### config.mk
export PLATFORM = sky130hd
export DESIGN_NAME = calc_ctrl_flat
export DESIGN_NICKNAME = d
export VERILOG_FILES = /design/src/rtl/calc_ctrl_if.sv /design/src/rtl/calc_ctrl.sv /design/src/flat_wrapper.sv
export SDC_FILE = /design/constraint.sdc
export NUM_CORES = 2
export LEC_CHECK = 0
export ABC_CLOCK_PERIOD_IN_PS = 15100
export BUFFER_PORTS_ARGS = -buffer_cell sky130_fd_sc_hd__buf_2
export CORE_UTILIZATION = 55
export CTS_CLUSTER_DIAMETER = 30
export DETAILED_ROUTE_END_ITERATION = 10
export GPL_TIMING_DRIVEN = 0
export HOLD_SLACK_MARGIN = 0.15
export PLACE_DENSITY = 0.73
export SLEW_MARGIN = 20
export SYNTH_ARGS = -nofsm -noshare
export SYNTH_HDL_FRONTEND = slang
export SYNTH_SLANG_ARGS = --single-unit
### constraint.sdc
create_clock -name clk -period 15.1 [get_ports clk]
set_input_delay 4.53 -clock clk [delete_from_list [all_inputs] [get_ports clk]]
set_output_delay 4.53 -clock clk [all_outputs]
set_load 0.1 [all_outputs]
### src/rtl/calc_ctrl_if.sv
// Stack-side bus of the RPN calculator command sequencer.
// The sequencer (master) reads the stack status and tops and drives the
// one-cycle write transaction; the stack memory block is the slave.
interface calc_ctrl_if #(
  parameter int W = 32
);
  logic [9:0]   st_elems_cnt;
  logic [W-1:0] st_top0;
  logic [W-1:0] st_top1;
  logic         st_ready;
  logic         st_en;
  logic [1:0]   st_write_elems_cnt;
  logic [W-1:0] st_write_elem0;
  logic [W-1:0] st_write_elem1;
  logic [1:0]   st_top_mov;

  modport master (
    input  st_elems_cnt, st_top0, st_top1, st_ready,
    output st_en, st_write_elems_cnt, st_write_elem0, st_write_elem1, st_top_mov
  );

  modport slave (
    output st_elems_cnt, st_top0, st_top1, st_ready,
    input  st_en, st_write_elems_cnt, st_write_elem0, st_write_elem1, st_top_mov
  );
endinterface

### src/rtl/calc_ctrl.sv
// Command sequencer of the RPN stack calculator.
// Turns button presses into single stack transactions, validates operand
// counts, capacity and divide-by-zero up front, and runs a restoring divider
// for DIV/MOD before handing the result to the stack.
module calc_ctrl #(
  parameter int DEPTH = 512,
  parameter int W     = 32
) (
  input  logic        clk,
  input  logic        rst_n,
  input  logic [3:0]  btn,
  input  logic [7:0]  sw,
  calc_ctrl_if.master st,
  output logic        err_flag,
  output logic        busy
);

  typedef enum logic [1:0] {S_IDLE, S_DIV, S_ISSUE, S_WAIT} state_t;
  typedef enum logic [1:0] {MOV_NO = 2'd0, MOV_UP = 2'd1, MOV_DN = 2'd2} mov_t;
  typedef enum logic [2:0] {
    OP_ADD, OP_SUB, OP_MUL, OP_DIV, OP_MOD, OP_POP, OP_DUP, OP_SWAP
  } op_t;

  localparam int            CW        = $clog2(W);
  localparam logic [9:0]    DEPTH_CNT = 10'(DEPTH);
  localparam logic [CW-1:0] DIV_LAST  = CW'(W - 1);

  // Registered state
  state_t        r_state;
  logic [3:0]    r_btn_prev;
  logic          r_err;
  logic [1:0]    r_wcnt;
  logic [W-1:0]  r_elem0;
  logic [W-1:0]  r_elem1;
  mov_t          r_mov;
  logic [W-1:0]  r_quo;       // dividend shifts out, quotient shifts in
  logic [W-1:0]  r_rem;
  logic [W-1:0]  r_dvsr;
  logic          r_div_mod;   // 1: deliver remainder, 0: deliver quotient
  logic [CW-1:0] r_div_cnt;
  logic          r_wait_first;

  // Next-state values
  state_t        w_state_nxt;
  logic          w_err_nxt;
  logic [1:0]    w_wcnt_nxt;
  logic [W-1:0]  w_elem0_nxt;
  logic [W-1:0]  w_elem1_nxt;
  mov_t          w_mov_nxt;
  logic [W-1:0]  w_quo_nxt;
  logic [W-1:0]  w_rem_nxt;
  logic [W-1:0]  w_dvsr_nxt;
  logic          w_div_mod_nxt;
  logic [CW-1:0] w_div_cnt_nxt;
  logic          w_wait_first_nxt;
  logic          w_st_en;

  // Decoded command
  logic [3:0]    w_press;
  logic          w_unused;
  op_t           w_op;
  logic          w_room;
  logic          w_ge1;
  logic          w_ge2;
  logic          w_acc;
  logic          w_rej;
  logic          w_div;
  mov_t          w_cmd_mov;
  logic [1:0]    w_cmd_wcnt;
  logic [W-1:0]  w_cmd_e0;
  logic [W-1:0]  w_cmd_e1;

  // Divider step
  logic [W:0]    w_rem_sh;
  logic [W:0]    w_rem_sub;
  logic [W-1:0]  w_rem_step;
  logic [W-1:0]  w_quo_step;

  assign w_press  = btn & ~r_btn_prev;
  assign w_unused = w_press[0];        // btn[0] only drives the display
  assign w_op     = op_t'(sw[2:0]);
  assign w_room   = st.st_elems_cnt < DEPTH_CNT;
  assign w_ge1    = st.st_elems_cnt >= 10'd1;
  assign w_ge2    = st.st_elems_cnt >= 10'd2;

  // Resolve the highest-priority press into one validated command.
  always_comb begin
    // NOTE: every signal written here gets a default first, so no path can infer a latch.
    w_acc      = 1'b0;
    w_rej      = 1'b0;
    w_div      = 1'b0;
    w_cmd_mov  = MOV_NO;
    w_cmd_wcnt = 2'd0;
    w_cmd_e0   = '0;
    w_cmd_e1   = '0;
    if (w_press[1]) begin
      if (w_room) begin
        w_acc      = 1'b1;
        w_cmd_mov  = MOV_UP;
        w_cmd_wcnt = 2'd1;
        w_cmd_e0   = {{(W-8){1'b0}}, sw};
      end else begin
        w_rej = 1'b1;
      end
    end else if (w_press[2]) begin
      if (w_ge1) begin
        w_acc      = 1'b1;
        w_cmd_wcnt = 2'd1;
        w_cmd_e0   = {st.st_top0[W-9:0], sw};
      end else begin
        w_rej = 1'b1;
      end
    end else if (w_press[3]) begin
      unique case (w_op)
        OP_ADD, OP_SUB, OP_MUL: begin
          if (w_ge2) begin
            w_acc      = 1'b1;
            w_cmd_mov  = MOV_DN;
            w_cmd_wcnt = 2'd1;
            if (w_op == OP_ADD)      w_cmd_e0 = st.st_top1 + st.st_top0;
            else if (w_op == OP_SUB) w_cmd_e0 = st.st_top1 - st.st_top0;
            else                     w_cmd_e0 = st.st_top1 * st.st_top0;
          end else begin
            w_rej = 1'b1;
          end
        end
        OP_DIV, OP_MOD: begin
          // A zero divisor is caught here so the divider never starts on it.
          if (w_ge2 && (st.st_top0 != '0)) w_div = 1'b1;
          else                             w_rej = 1'b1;
        end
        OP_POP: begin
          if (w_ge1) begin
            w_acc     = 1'b1;
            w_cmd_mov = MOV_DN;
          end else begin
            w_rej = 1'b1;
          end
        end
        OP_DUP: begin
          if (w_ge1 && w_room) begin
            w_acc      = 1'b1;
            w_cmd_mov  = MOV_UP;
            w_cmd_wcnt = 2'd1;
            w_cmd_e0   = st.st_top0;
          end else begin
            w_rej = 1'b1;
          end
        end
        OP_SWAP: begin
          if (w_ge2) begin
            w_acc      = 1'b1;
            w_cmd_wcnt = 2'd2;
            w_cmd_e0   = st.st_top1;
            w_cmd_e1   = st.st_top0;
          end else begin
            w_rej = 1'b1;
          end
        end
      endcase
    end
  end

  // One restoring-division step: shift in the next dividend bit, try to subtract.
  always_comb begin
    w_rem_sh  = {r_rem, r_quo[W-1]};
    w_rem_sub = w_rem_sh - {1'b0, r_dvsr};
    if (!w_rem_sub[W]) begin
      w_rem_step = w_rem_sub[W-1:0];
      w_quo_step = {r_quo[W-2:0], 1'b1};
    end else begin
      w_rem_step = w_rem_sh[W-1:0];
      w_quo_step = {r_quo[W-2:0], 1'b0};
    end
  end

  // Next-state and output decisions of the command FSM.
  always_comb begin
    w_state_nxt      = r_state;
    w_err_nxt        = r_err;
    w_wcnt_nxt       = r_wcnt;
    w_elem0_nxt      = r_elem0;
    w_elem1_nxt      = r_elem1;
    w_mov_nxt        = r_mov;
    w_quo_nxt        = r_quo;
    w_rem_nxt        = r_rem;
    w_dvsr_nxt       = r_dvsr;
    w_div_mod_nxt    = r_div_mod;
    w_div_cnt_nxt    = r_div_cnt;
    w_wait_first_nxt = 1'b0;
    w_st_en          = 1'b0;
    unique case (r_state)
      S_IDLE: begin
        if (w_acc) begin
          w_state_nxt = S_ISSUE;
          w_err_nxt   = 1'b0;
          w_mov_nxt   = w_cmd_mov;
          w_wcnt_nxt  = w_cmd_wcnt;
          w_elem0_nxt = w_cmd_e0;
          w_elem1_nxt = w_cmd_e1;
        end else if (w_div) begin
          w_state_nxt   = S_DIV;
          w_err_nxt     = 1'b0;
          w_mov_nxt     = MOV_DN;
          w_wcnt_nxt    = 2'd1;
          w_elem1_nxt   = '0;
          w_quo_nxt     = st.st_top1;
          w_rem_nxt     = '0;
          w_dvsr_nxt    = st.st_top0;
          w_div_mod_nxt = (w_op == OP_MOD);
          w_div_cnt_nxt = DIV_LAST;
        end else if (w_rej) begin
          w_err_nxt = 1'b1;
        end
      end
      S_DIV: begin
        w_quo_nxt     = w_quo_step;
        w_rem_nxt     = w_rem_step;
        w_div_cnt_nxt = r_div_cnt - CW'(1);
        if (r_div_cnt == '0) begin
          w_elem0_nxt = r_div_mod ? w_rem_step : w_quo_step;
          w_state_nxt = S_ISSUE;
        end
      end
      S_ISSUE: begin
        if (st.st_ready) begin
          w_st_en          = 1'b1;
          w_wait_first_nxt = 1'b1;
          w_state_nxt      = S_WAIT;
        end
      end
      S_WAIT: begin
        // The stack may still show ready in the cycle right after en.
        if (!r_wait_first && st.st_ready) w_state_nxt = S_IDLE;
      end
    endcase
  end

  // FSM state register.
  always_ff @(posedge clk) begin
    // NOTE: reset is synchronous, so it is tested inside the clocked block, not in the sensitivity list.
    if (!rst_n) r_state <= S_IDLE;
    else        r_state <= w_state_nxt;
  end

  // Datapath, output and edge-detect registers.
  always_ff @(posedge clk) begin
    // NOTE: sequential state is updated with non-blocking assignments only.
    if (!rst_n) begin
      r_btn_prev   <= 4'b1111;   // a button held through reset must not fire
      r_err        <= 1'b0;
      r_wcnt       <= 2'd0;
      r_elem0      <= '0;
      r_elem1      <= '0;
      r_mov        <= MOV_NO;
      r_quo        <= '0;
      r_rem        <= '0;
      r_dvsr       <= '0;
      r_div_mod    <= 1'b0;
      r_div_cnt    <= '0;
      r_wait_first <= 1'b0;
    end else begin
      r_btn_prev   <= btn;
      r_err        <= w_err_nxt;
      r_wcnt       <= w_wcnt_nxt;
      r_elem0      <= w_elem0_nxt;
      r_elem1      <= w_elem1_nxt;
      r_mov        <= w_mov_nxt;
      r_quo        <= w_quo_nxt;
      r_rem        <= w_rem_nxt;
      r_dvsr       <= w_dvsr_nxt;
      r_div_mod    <= w_div_mod_nxt;
      r_div_cnt    <= w_div_cnt_nxt;
      r_wait_first <= w_wait_first_nxt;
    end
  end

  // The strobe is gated by reset so an aborted command never reaches the stack.
  assign st.st_en              = w_st_en & rst_n;
  assign st.st_write_elems_cnt = r_wcnt;
  assign st.st_write_elem0     = r_elem0;
  assign st.st_write_elem1     = r_elem1;
  assign st.st_top_mov         = r_mov;
  assign err_flag              = r_err;
  assign busy                  = (r_state != S_IDLE);

endmodule

### src/flat_wrapper.sv
// flat-port wrapper written by rule: the top's interface ports become plain ports
module calc_ctrl_flat 
#(
  parameter int DEPTH = 512,
  parameter int W     = 32
)
  (clk, rst_n, btn, sw, err_flag, busy, st_st_elems_cnt, st_st_top0, st_st_top1, st_st_ready, st_st_en, st_st_write_elems_cnt, st_st_write_elem0, st_st_write_elem1, st_st_top_mov);
  calc_ctrl_if #(.W(W)) st_i ();
  input  logic clk;
  input  logic rst_n;
  input  logic [3:0] btn;
  input  logic [7:0] sw;
  output logic err_flag;
  output logic busy;
  input wire logic [$bits(st_i.st_elems_cnt)-1:0] st_st_elems_cnt;
  input wire logic [$bits(st_i.st_top0)-1:0] st_st_top0;
  input wire logic [$bits(st_i.st_top1)-1:0] st_st_top1;
  input wire logic [$bits(st_i.st_ready)-1:0] st_st_ready;
  output wire logic [$bits(st_i.st_en)-1:0] st_st_en;
  output wire logic [$bits(st_i.st_write_elems_cnt)-1:0] st_st_write_elems_cnt;
  output wire logic [$bits(st_i.st_write_elem0)-1:0] st_st_write_elem0;
  output wire logic [$bits(st_i.st_write_elem1)-1:0] st_st_write_elem1;
  output wire logic [$bits(st_i.st_top_mov)-1:0] st_st_top_mov;
  assign st_i.st_elems_cnt = st_st_elems_cnt;
  assign st_i.st_top0 = st_st_top0;
  assign st_i.st_top1 = st_st_top1;
  assign st_i.st_ready = st_st_ready;
  assign st_st_en = st_i.st_en;
  assign st_st_write_elems_cnt = st_i.st_write_elems_cnt;
  assign st_st_write_elem0 = st_i.st_write_elem0;
  assign st_st_write_elem1 = st_i.st_write_elem1;
  assign st_st_top_mov = st_i.st_top_mov;
  calc_ctrl #(.DEPTH(DEPTH), .W(W)) u_core (.clk(clk), .rst_n(rst_n), .btn(btn), .sw(sw), .st(st_i), .err_flag(err_flag), .busy(busy));
endmodule
==> impl_results.md <==
* Synth top area share at about 28%
* Final hold viol count at 0
* Initial antenna violation count at 2
* Htree depth at 4
* GP Congestion at a little over 1
* Synth Flop Type: dfxtp_1
* CP arrival at ~13,000 ps
* Setup crit start kind: input port
* Remaining Overflow, GRT at 0
* Fillcell total at ~4.8k
* Setup ws final at approximately 2200 ps
* Skew-Pair Late Insertion Delay at between 400 and 500 ps
* DRT iter0 DRCs at 3,494
* RR Startpoint: u_core.r_quo[31]
* Starting Density at between 50% and 60%
* Max-slew violation count at 0
* Max incr delay on CP at slightly above 900 ps
* Most frequent cell after synthesis: inv_1
* Die Footprint at 0.0543 mm^2
* Fin Clk Skew at 13.6 ps
* Final ANT Viol Nets at 0
* Layout Utilization at 60.0%
* First-pass GRT wire length at 169,000 um
* Hold Crit Class: flip-flop to flip-flop
* Drt drc at 0
* Critical path class: input port to flip-flop
* Setup TNS at 0 ps
* Placed insts at 4,354
* Core area at roughly 0.053 mm^2
* Largest cells by area after synthesis: fa_1 28%, dfxtp_1 12%, ha_1 9.5%
* Clock sink total at between 150 and 200
* Worst-path maximum fanout at 10
* Via Count at around 28k
* Num CTS Buffers at 17
* Reg clk slew, reported paths at approximately 80 ps
* Slowest-stage cell, CP: clkbuf_1
* Crit path required time at roughly 15,000 ps
* Top cells by count, synth: 496 x inv_1, 411 x fa_1, 371 x nand2_1, 333 x and2_1, 223 x ha_1
* Reg2Reg Depth at 15
* CTS tree: built
* Worst slew pin tran at 1230 ps
* Drt pass-1 iters at 10
* Largest net degree at the start of global routing at 19
* Post-synth cell types at approximately 110
* Mapped Nets at 4,233
* Fin nets at around 4.4k
* Outcome: finished clean
* FP Rows at 84
* Synth warn at 0
* WL/cell at 26.0 um
* # resized after CTS at 0
* Post-synth ARST share at 0%
* Synth-to-Final Area Change at 7.62%
* Avg Inst Size Synth at about 8.4 um^2
* Die width at 233 um
* Via density at 6.28
* Cells after synthesis at 3,510
* Layout cells sized above 1 at between 7 and 8%
* Tot GR Track Use at 42.8%
* IO Pins at 160
* RSZ-0062 raised after global routing: no
* Fmax at about 0.078 GHz
* Drt total wl at between 100,000 and 150,000 um
* Number of global-route vias before repair at roughly 27k
* Input/output buffers at 156
* Detailed placer's ending HPWL at approximately 92,000 um
* Post-route non-filler standard cell count at 4,390
* Mapped cell area at 0.0294 mm^2
* Worst setup EP type: flip-flop
* Die height at ~230 um
* #FFs+latches synth at 177
* Clock Tree Buf Depth at 2
* Crit path launch: st_st_top1[5]
* CP dominant cell by count: fa_1
* Setup-failing EPs final at 0
* Hold-fix buffers, CTS at 0
* Min Tclk post-route at 12,860 ps
* Max cap viols at 0
* Hold depth at 1
* Post-synth EDFFs at 0
* Post-Place Worst Slack at between 2000 and 2500 ps
* Seq/Total Area, Yosys at 12.1%
* CTS root buf: clkbuf_16
* Worst Hold Launch: u_core.st.st_write_elems_cnt[1]
* Setup bufs post-CTS at 0
* Slew Limit Headroom at roughly 18%
* Synth area leader: fa_1
* Final period utilization at a little under nine tenths
## layer usage
layer | wire length, um | global-route usage, %
met1 | 45600 | 58.6
met2 | 47500 | 61.9
met3 | 15900 | 14.1
met4 | 5330 | 17.6
met5 | 0 | 0
## placed cells by master, fill, tap and decap left out, types with 27 or more instances in the layout
cell type,netlist,routed
nor3_1,33,33
a221oi_1,29,29
nor2_1,166,166
a21o_1,38,38
a22oi_1,39,39
xor2_1,35,35
nor2b_1,28,28
inv_1,496,496
xnor2_1,105,105
mux2i_1,30,30
buf_2,13,169
fa_1,411,411
and2_1,333,333
o21ai_0,188,188
ha_1,223,223
o22ai_1,27,27
a21oi_1,144,144
dfxtp_1,177,177
a22o_1,33,33
nand2_1,371,371
clkbuf_1,186,183
## path summary, 6_finish.rpt
check	to	slack, ps
worst max-delay path	u_core.st.st_write_elem0[25]	2240
worst min-delay path	u_core.st.st_write_elems_cnt[1]	460
worst max register to register	u_core.st.st_write_elem0[6]	11310
worst min register to register	u_core.st.st_write_elems_cnt[1]	460
## critical path, delay by kind of cell
family,cells,cell delay (ps)
AO/OA/AOI/OAI,8,1930
AND/OR/NAND/NOR,3,580
adder cells (fa/ha/maj),9,3960
XOR/XNOR,1,190
buffers and inverters,6,2010
## registers in the layout, indices dropped and copies added (netlist names)
name and flops:
u_core.st.st_write_elem1 32, u_core.r_wait_first 1, u_core.r_state 2, u_core.r_btn_prev 3
u_core.err_flag 1, u_core.r_rem 32, u_core.st.st_write_elems_cnt 2, u_core.r_quo 32
u_core.st.st_top_mov 2, u_core.r_dvsr 32, u_core.r_div_cnt 5, u_core.st.st_write_elem0 32
u_core.r_div_mod 1
## metrics by stage
stage | hold WS (ps) | cell area, um^2
after floorplan | 450 | 29400
after global placement | 434 | 31000
after detailed placement | 449 | 31000
after CTS | 466 | 31600
after global routing | 484 | 31600
final | 461 | 31600
## cell families (layout without fill, tap and decap cells)
family,count (synthesis),in the layout,synth area share [%]
other cells,0,4,0
flops,177,177,12.1
xor+xnor,140,140,4.17
fa+ha+maj,634,634,37.5
simple gates,1061,1061,18.0
buf+inv,723,911,9.82
compound gates,738,738,17.1
mux,37,37,1.33
## cell type report
cell class	count	area, um^2	share of cell area (%)
Antenna cell	4	10.0	0.0317
Buffer	224	1020	3.21
Clock buffer	17	425	1.35
Tap cell	688	861	2.72
Inverter	499	1870	5.92
Sequential cell	177	3540	11.2
Multi-Input combinational cell	2610	23000	72.6
Clock inverter	15	145	0.459
Timing Repair Buffer	156	781	2.47
Power is not shown: default switching activity piles up to over one toggle a cycle in this logic, so the estimate is an artifact.
